$ cat src/rtl/tinker_arb_pkg.sv
// Shared types and constants for the tinker_core memory-port arbiter.
// Latency: n/a (types only). Backpressure: n/a.
package tinker_arb_pkg;

    typedef enum logic [1:0] {
        IDLE  = 2'd0,
        SRV_F = 2'd1,
        SRV_D = 2'd2,
        DONE  = 2'd3
    } arb_state_t;

    typedef enum logic {
        REQ_F = 1'b0,
        REQ_D = 1'b1
    } req_id_t;

    localparam logic [63:0] MEM_TEXT_BASE = 64'h2000;

    function automatic logic [31:0] sat_inc32(input logic [31:0] v);
        return (v == 32'hFFFF_FFFF) ? v : v + 32'd1;
    endfunction

endpackage

$ cat src/rtl/tinker_arb_streak.sv
// Saturating count of consecutive data grants taken while fetch was waiting.
// Latency: at_max reflects the count one cycle after inc. Backpressure: none.
module tinker_arb_streak #(
    parameter int MAX_STREAK = 4,
    parameter int SW         = 3
) (
    input  logic clk,
    input  logic reset,
    input  logic inc,
    input  logic clr,
    output logic at_max
);

    localparam logic [SW-1:0] MAXV = SW'(MAX_STREAK);

    logic [SW-1:0] streak;

    always_ff @(posedge clk) begin
        if (!reset) begin
            streak <= '0;
        end else if (clr) begin
            streak <= '0;
        end else if (inc && !at_max) begin
            streak <= streak + SW'(1);
        end
    end

    assign at_max = (streak == MAXV);

endmodule

$ cat src/rtl/tinker_mem_arbiter.sv
// Fetch/LSU arbiter onto one memory port; TINKER_ARB_STATS_EN adds saturating grant/wait counters.
// Latency: grant 1 cycle after request seen idle, valid 1 cycle after m_ack; 2 cycles overhead back-to-back.
// Backpressure: requests wait while busy; data wins, but fetch is forced after MAX_STREAK data grants.
module tinker_mem_arbiter
    import tinker_arb_pkg::*;
#(
    parameter int ADDR_W     = 64,
    parameter int MAX_STREAK = 4,
    parameter int SW         = 3
) (
    input  logic              clk,
    input  logic              reset,
    input  logic              halt,
    input  logic              f_req,
    input  logic [ADDR_W-1:0] f_addr,
    output logic              f_gnt,
    output logic              f_valid,
    output logic [31:0]       f_rdata,
    input  logic              d_req,
    input  logic              d_we,
    input  logic [ADDR_W-1:0] d_addr,
    input  logic [63:0]       d_wdata,
    output logic              d_gnt,
    output logic              d_valid,
    output logic [63:0]       d_rdata,
    output logic              m_req,
    output logic              m_we,
    output logic              m_wide,
    output logic [ADDR_W-1:0] m_addr,
    output logic [63:0]       m_wdata,
    input  logic              m_ack,
    input  logic [63:0]       m_rdata,
    output logic              busy
`ifdef TINKER_ARB_STATS_EN
    ,
    output logic [31:0]       stat_f_grants,
    output logic [31:0]       stat_d_grants,
    output logic [31:0]       stat_f_wait,
    output logic [31:0]       stat_forced
`endif
);

    arb_state_t        state, state_nxt;
    req_id_t           owner;
    logic [ADDR_W-1:0] addr_q;
    logic              we_q;
    logic [63:0]       wdata_q;
    logic              first_q;

    logic f_elig, pick_d, pick_f, at_max, str_inc, str_clr;

    assign f_elig  = f_req & ~halt;
    assign pick_d  = (state == IDLE) & d_req & ~(f_elig & at_max);
    assign pick_f  = (state == IDLE) & f_elig & ~pick_d;
    assign str_inc = pick_d & f_elig;
    assign str_clr = pick_f | ((state == IDLE) & ~f_elig);

    tinker_arb_streak #(
        .MAX_STREAK (MAX_STREAK),
        .SW         (SW)
    ) u_streak (
        .clk    (clk),
        .reset  (reset),
        .inc    (str_inc),
        .clr    (str_clr),
        .at_max (at_max)
    );

    always_ff @(posedge clk) begin
        if (!reset) begin
            state <= IDLE;
        end else begin
            state <= state_nxt;
        end
    end

    always_comb begin
        state_nxt = state;
        case (state)
            IDLE: begin
                if (pick_d) begin
                    state_nxt = SRV_D;
                end else if (pick_f) begin
                    state_nxt = SRV_F;
                end
            end
            SRV_F, SRV_D: begin
                if (m_ack) begin
                    state_nxt = DONE;
                end
            end
            DONE:    state_nxt = IDLE;
            default: state_nxt = IDLE;
        endcase
    end

    // Request is latched at grant so the memory side sees stable fields even if the requester moves on.
    always_ff @(posedge clk) begin
        if (!reset) begin
            owner   <= REQ_F;
            addr_q  <= '0;
            we_q    <= 1'b0;
            wdata_q <= '0;
            first_q <= 1'b0;
            f_rdata <= '0;
            d_rdata <= '0;
        end else begin
            first_q <= pick_d | pick_f;
            if (pick_d) begin
                owner   <= REQ_D;
                addr_q  <= d_addr;
                we_q    <= d_we;
                wdata_q <= d_wdata;
            end else if (pick_f) begin
                owner   <= REQ_F;
                addr_q  <= f_addr;
                we_q    <= 1'b0;
                wdata_q <= '0;
            end
            if (state == SRV_F && m_ack) begin
                f_rdata <= m_rdata[31:0];
            end
            if (state == SRV_D && m_ack) begin
                d_rdata <= we_q ? '0 : m_rdata;
            end
        end
    end

    always_comb begin
        m_req   = (state == SRV_F) | (state == SRV_D);
        m_wide  = (state == SRV_D);
        m_we    = (state == SRV_D) & we_q;
        m_addr  = addr_q;
        m_wdata = wdata_q;
        f_gnt   = (state == SRV_F) & first_q;
        d_gnt   = (state == SRV_D) & first_q;
        f_valid = (state == DONE) & (owner == REQ_F);
        d_valid = (state == DONE) & (owner == REQ_D);
        busy    = (state != IDLE);
    end

`ifdef TINKER_ARB_STATS_EN
    always_ff @(posedge clk) begin
        if (!reset) begin
            stat_f_grants <= '0;
            stat_d_grants <= '0;
            stat_f_wait   <= '0;
            stat_forced   <= '0;
        end else begin
            if (pick_f) stat_f_grants <= sat_inc32(stat_f_grants);
            if (pick_d) stat_d_grants <= sat_inc32(stat_d_grants);
            if (f_elig && state != SRV_F) stat_f_wait <= sat_inc32(stat_f_wait);
            if (pick_f && d_req) stat_forced <= sat_inc32(stat_forced);
        end
    end
`endif

endmodule

$ cat config.mk
export PLATFORM = sky130hd
export DESIGN_NAME = tinker_mem_arbiter
export DESIGN_NICKNAME = d
export VERILOG_FILES = /design/src/rtl/tinker_arb_pkg.sv /design/src/rtl/tinker_arb_streak.sv /design/src/rtl/tinker_mem_arbiter.sv
export SDC_FILE = /design/constraint.sdc
export NUM_CORES = 1
export LEC_CHECK = 0
export ABC_AREA = 0
export CORE_AREA = 2 2 191 193
export DETAILED_ROUTE_END_ITERATION = 8
export DIE_AREA = 0 0 193 195
export GPL_ROUTABILITY_DRIVEN = 1
export PLACE_DENSITY = 0.6
export SYNTH_ARGS = -nofsm -noshare
export SYNTH_HDL_FRONTEND = slang
export SYNTH_SLANG_ARGS = --single-unit
$ cat constraint.sdc
create_clock -name clk -period 3.3 [get_ports clk]
set_clock_uncertainty 0.2 [all_clocks]
set_input_delay 0.495 -clock clk [delete_from_list [all_inputs] [get_ports clk]]
set_output_delay 0.495 -clock clk [all_outputs]
set_load 0.03 [all_outputs]
; Word level (Yosys, flattened, before mapping)
; Index checks and enable logic that the tools add are counted.
[word_totals]
reg_bits = 232
in_bits = 263
out_inout_bits = 232
elab_cells = 60
[classes]
addsub = 1
n_eq_ne = 6
mux = 12
bitwise = 22
n_reduce_logical = 10
[op_table]
columns = operator, n
row1 = 2-to-1 mux 64 bit, 5
row2 = AND 1 bit, 13
row3 = 2-to-1 mux 2 bit, 3
row4 = NOT 1 bit, 6
row5 = case mux 2 bit (3 select lines), 1
row6 = equality test 2 bit (second input constant), 2
row7 = nonzero test 2 bit, 2
row8 = OR reduction 2 bit, 2
row9 = adder 3 x 1 -> 3 bit (second input constant), 1
row10 = equality test 3 bit (second input constant), 1
row11 = logical AND 1 bit, 3
row12 = 2-to-1 mux 1 bit, 3
row13 = != test 3 bit (second input constant), 1
row14 = OR 1 bit, 3
row15 = equality test 2 x 1 -> 1 bit (second input constant), 1
row16 = logical NOT 2 bit, 1
row17 = != test 2 bit (second input constant), 1
row18 = AND reduction 2 bit, 1
row19 = logical NOT 1 bit, 1

; Depth between registers and ports, before layout
[logic_depth]
depth_word = 10
ltp_mapped = 9
mapped_depth_nobuf = 6

; Cells and area by module
; From an unflattened synthesis, not the netlist that was laid out.
[unflattened]
hier_cells = 1058
area_unflattened_um2 = 9721.8
[modules_own_cells]
columns = mod, n_inst, cells_per_inst, area_each_um2, seq_area_each_um2
row1 = tinker_mem_arbiter, 1, 1040, 9534.1, 4584.4
row2 = tinker_arb_streak, 1, 18, 187.7, 60.1

; Least setup slack after synthesis
; Ideal clock, no wire load.
[synth_timing]
path_type = reg2reg
startpoint = register state[0]
endpoint = register d_rdata[52]
setup_time_ns = 0.128
arrival_time_ns = 1.649
required_time_ns = 2.972
setup_slack_ns = 1.324
path_stages_with_launch = 9
n_path_buf = 2
period_less_slack_ns = 1.976
cell_sequence = dfxtp_1 inv_1 ha_1 nand2_1 clkbuf_1 clkbuf_1 nor3b_1 a21oi_1 nor2_1
[synth_between]
elab_chain_len = 2
[synth_lines]
columns = element, line
row1 = "start, declared", tinker_mem_arbiter.sv:43  ; arb_state_t state, state_nxt;
row2 = "start signal, assigned", tinker_mem_arbiter.sv:73  ; state <= state_nxt;
row3 = equality test 2 bit, n/a
row4 = net m_wide, tinker_mem_arbiter.sv:28  ; output logic m_wide,
row5 = logical AND 1 bit, tinker_mem_arbiter.sv:123  ; if (state == SRV_D && m_ack) begin
row6 = "end signal, assigned", tinker_mem_arbiter.sv:124  ; d_rdata <= we_q ? '0 : m_rdata;
row7 = "end, declared", tinker_mem_arbiter.sv:25  ; output logic [63:0] d_rdata,
; The timed path passes the listed nets, and every way through them passes these cells.
; A chain may end at the register's enable or synchronous reset.

; Worst setup path in the final report
[layout_timing]
startpoint = register state[0]
endpoint = output busy
[layout_between]
elab_chain_len = 1
[layout_lines]
columns = element, line
row1 = nonzero test 2 bit, tinker_mem_arbiter.sv:139  ; busy = (state != IDLE);
row2 = "end, declared", tinker_mem_arbiter.sv:33  ; output logic busy
; No other way between the ends.

==> reports/qor.yml <==
status: "finished, final reports clean"
path_max_fanout: 8
worstSkewPairLatency_ns: 0.55
dieArea_sq_um: 37600
place_congestion: 0.795
antenna_found_initial: 1
cts_buffer_depth: 3
grt_start_max_net_pins: 91
r2r_end: "m_addr[26]"
drive_gt1_frac: 0.0480
regArea_sq_um: 4650
slew_violations: 0
r2r_cells: 6
maxSlewHeadroom: 0.496
startpoint_type: "register"
fin_ws_ns: 0.249
clkSlewWorstSetupHoldPaths_ns: 0.06
worstPathArrival_ns: 2.36
min_period_ns: 3.05
hp-start: "f_rdata[25]"
crit_required_ns: 2.60
syn_area_per_cell_sq_um: 8.35
total_leakage_power_nw: 5.55
initial_utilization: 0.248
hpwl_um: 24100
drc: 0
cts_resized: 0
die_h_um: 195
cts_tree: "yes"
grt_overflow: 0
syn2layout_area_growth_pct: 71.3
cts_buffers: 28
wl_um: 34400
max_freq_mhz: 328
holdBufCountCts: 0
fillCellCount: 3572
port_buffers: 494
cts-root-buf: "clkbuf_16"
hold_path.class: "reg2reg"
yosys_warnings: 0
dr.pass1.iters: 5
max_cap_viol_count: 0
fin_tns_setup_ns: 0
synth-seq-cells: 232
synth_cells: 1053
grt_pass1_wl_um: 51300
die_w_um: 193
drtIter0Drc: 466
pre_cts_slack_ns: 0.702
cts_sinks: 232
multi_input_area_sq_um: 3700
finalHoldViolCount: 0
power.density_nw_per_um2: 786
wire_per_inst_um: 17.4
cp-end-kind: "output port"
worstMarginPinSlew_ns: 0.756
synth_nets: 1323
postRouteAntennaNets: 0
rows: 69
synth-seq-area-share: 0.528
regToRegSetupSlack_ns: 0.91
fin_crit_sh: 0.924
track_usage: 0.171
rr_startpoint: "state[0]"
finalNetCount: 1769
vias: 9188
vdd_drop_max_uv: 423
boundaryPins: 495
synth_area_sq_um: 8790
post_cts_buffers: 0
hold_path_depth: 2
vias_per_cell: 4.64
coreArea_sq_um: 35400
rsz0062_at_grt: "no"
ctsHtreeMaxLevel: 1
synth_cell_types: 28
hold_path_end: "f_rdata[25]"
setup_viol: 0
grt_pass1_vias: 9265
path_class: "reg2out"
worst max-delay path, stage by stage, from the launching register on:
cell and delay [ns]:
dfxtp_1 0.37, inv_1 0.11, ha_1 0.35, inv_1 0.16, clkdlybuf4s50_1 0.81
Yosys cell counts:
library cell,number,share of area
a21oi_1,228,0.13
a221oi_1,2,0.0020
a22oi_1,65,0.055
a311oi_1,1,0.0010
a32oi_1,1,0.0010
and2_1,5,0.0036
and2b_1,1,0.00085
and3_1,2,0.0014
buf_1,5,0.0021
buf_2,13,0.0074
buf_6,10,0.013
clkbuf_1,67,0.029
clkbuf_2,1,0.00057
clkinv_1,1,0.00043
dfxtp_1,232,0.53
ha_1,7,0.010
inv_1,6,0.0026
nand2_1,136,0.058
nand2b_1,1,0.00071
nand3_1,2,0.0011
nand4b_1,1,0.0010
nor2_1,134,0.057
nor2b_1,1,0.00071
nor3b_1,64,0.055
o21a_1,1,0.00085
o21ai_0,64,0.036
o21ai_2,1,0.0010
o22ai_1,1,0.00071
through the flow:
stage	hold slack [ns]	cell area (sq um)	std cells	util	power (mW)
2_1_floorplan	0.249	8790	1053	-	6.71
3_3_place_gp	0.241	14100	1930	0.399	8.81
3_5_place_dp	0.246	14100	1930	0.399	8.85
4_1_cts	0.254	15100	1981	0.426	12.0
5_1_grt	0.266	15100	1982	0.426	12.5
6_report	0.250	15100	1982	0.426	11.8
worst max-delay path by stage:
stage	start	end	slack, ns	cells after the start
2_1_floorplan	state[0]	d_rdata[52]	1.32	8
3_3_place_gp	d_req	m_addr[7]	0.73	5
3_5_place_dp	d_req	m_addr[16]	0.70	5
4_1_cts	state[0]	busy	0.18	4
5_1_grt	state[0]	busy	0.12	4
6_report	state[0]	busy	0.25	4
logic make-up (layout without fill, tap and decap cells):
family                     Yosys count  count (layout)  share of synthesized area
DFF                                232             232                      0.528
and+or+nand+nor                    347             347                      0.179
AOI/OAI and AO/OA                  364             364                      0.228
other                                0               1                          0
adders and majority gates            7               7                    0.00996
buffers and inverters              103             570                     0.0545
sequential cells by signal (all words and copies together) (netlist names):
signal           cells
m_addr              64
we_q                 1
m_wdata             64
d_rdata             64
u_streak.streak      3
first_q              1
f_rdata             32
state                2
owner                1
cells in the final DEF (no fill, tap or decap), types with 2 or more instances in the layout:
| cell type | n |
|---|---|
| a21oi_1 | 228 |
| a221oi_1 | 2 |
| a22oi_1 | 65 |
| and2_1 | 5 |
| buf_12 | 8 |
| buf_4 | 10 |
| clkbuf_1 | 4 |
| clkbuf_16 | 28 |
| clkbuf_8 | 12 |
| clkdlybuf4s50_1 | 493 |
| clkinv_2 | 3 |
| dfxtp_1 | 231 |
| ha_1 | 7 |
| inv_1 | 6 |
| inv_6 | 3 |
| nand2_1 | 135 |
| nor2_1 | 134 |
| nor3b_1 | 64 |
| o21ai_0 | 64 |
report_power, final:
part	internal, mW	switching, mW	total [mW]	leakage [nW]
registers	3.39	0.304	3.70	1.90
clock network	1.83	1.24	3.07	0.464
logic	1.98	3.09	5.07	3.19
total	7.20	4.64	11.8	5.55
final cells by class:
type,count,share of cell area
Timing Repair Buffer,512,0.343
Sequential cell,232,0.308
Multi-Input combinational cell,718,0.245
Clock buffer,44,0.0585
Tap cell,461,0.0383
Clock inverter,7,0.00374
Inverter,7,0.00208
Antenna cell,1,0.000166
per-layer routing:
metal,global-route usage,part of all wire,vias up
li1,-,-,4514
met1,0.187,0.38,4255
met2,0.308,0.49,365
met3,0.0579,0.10,54
met4,0.0561,0.026,0
met5,0,0,-
(Power assumes the default switching activity.)
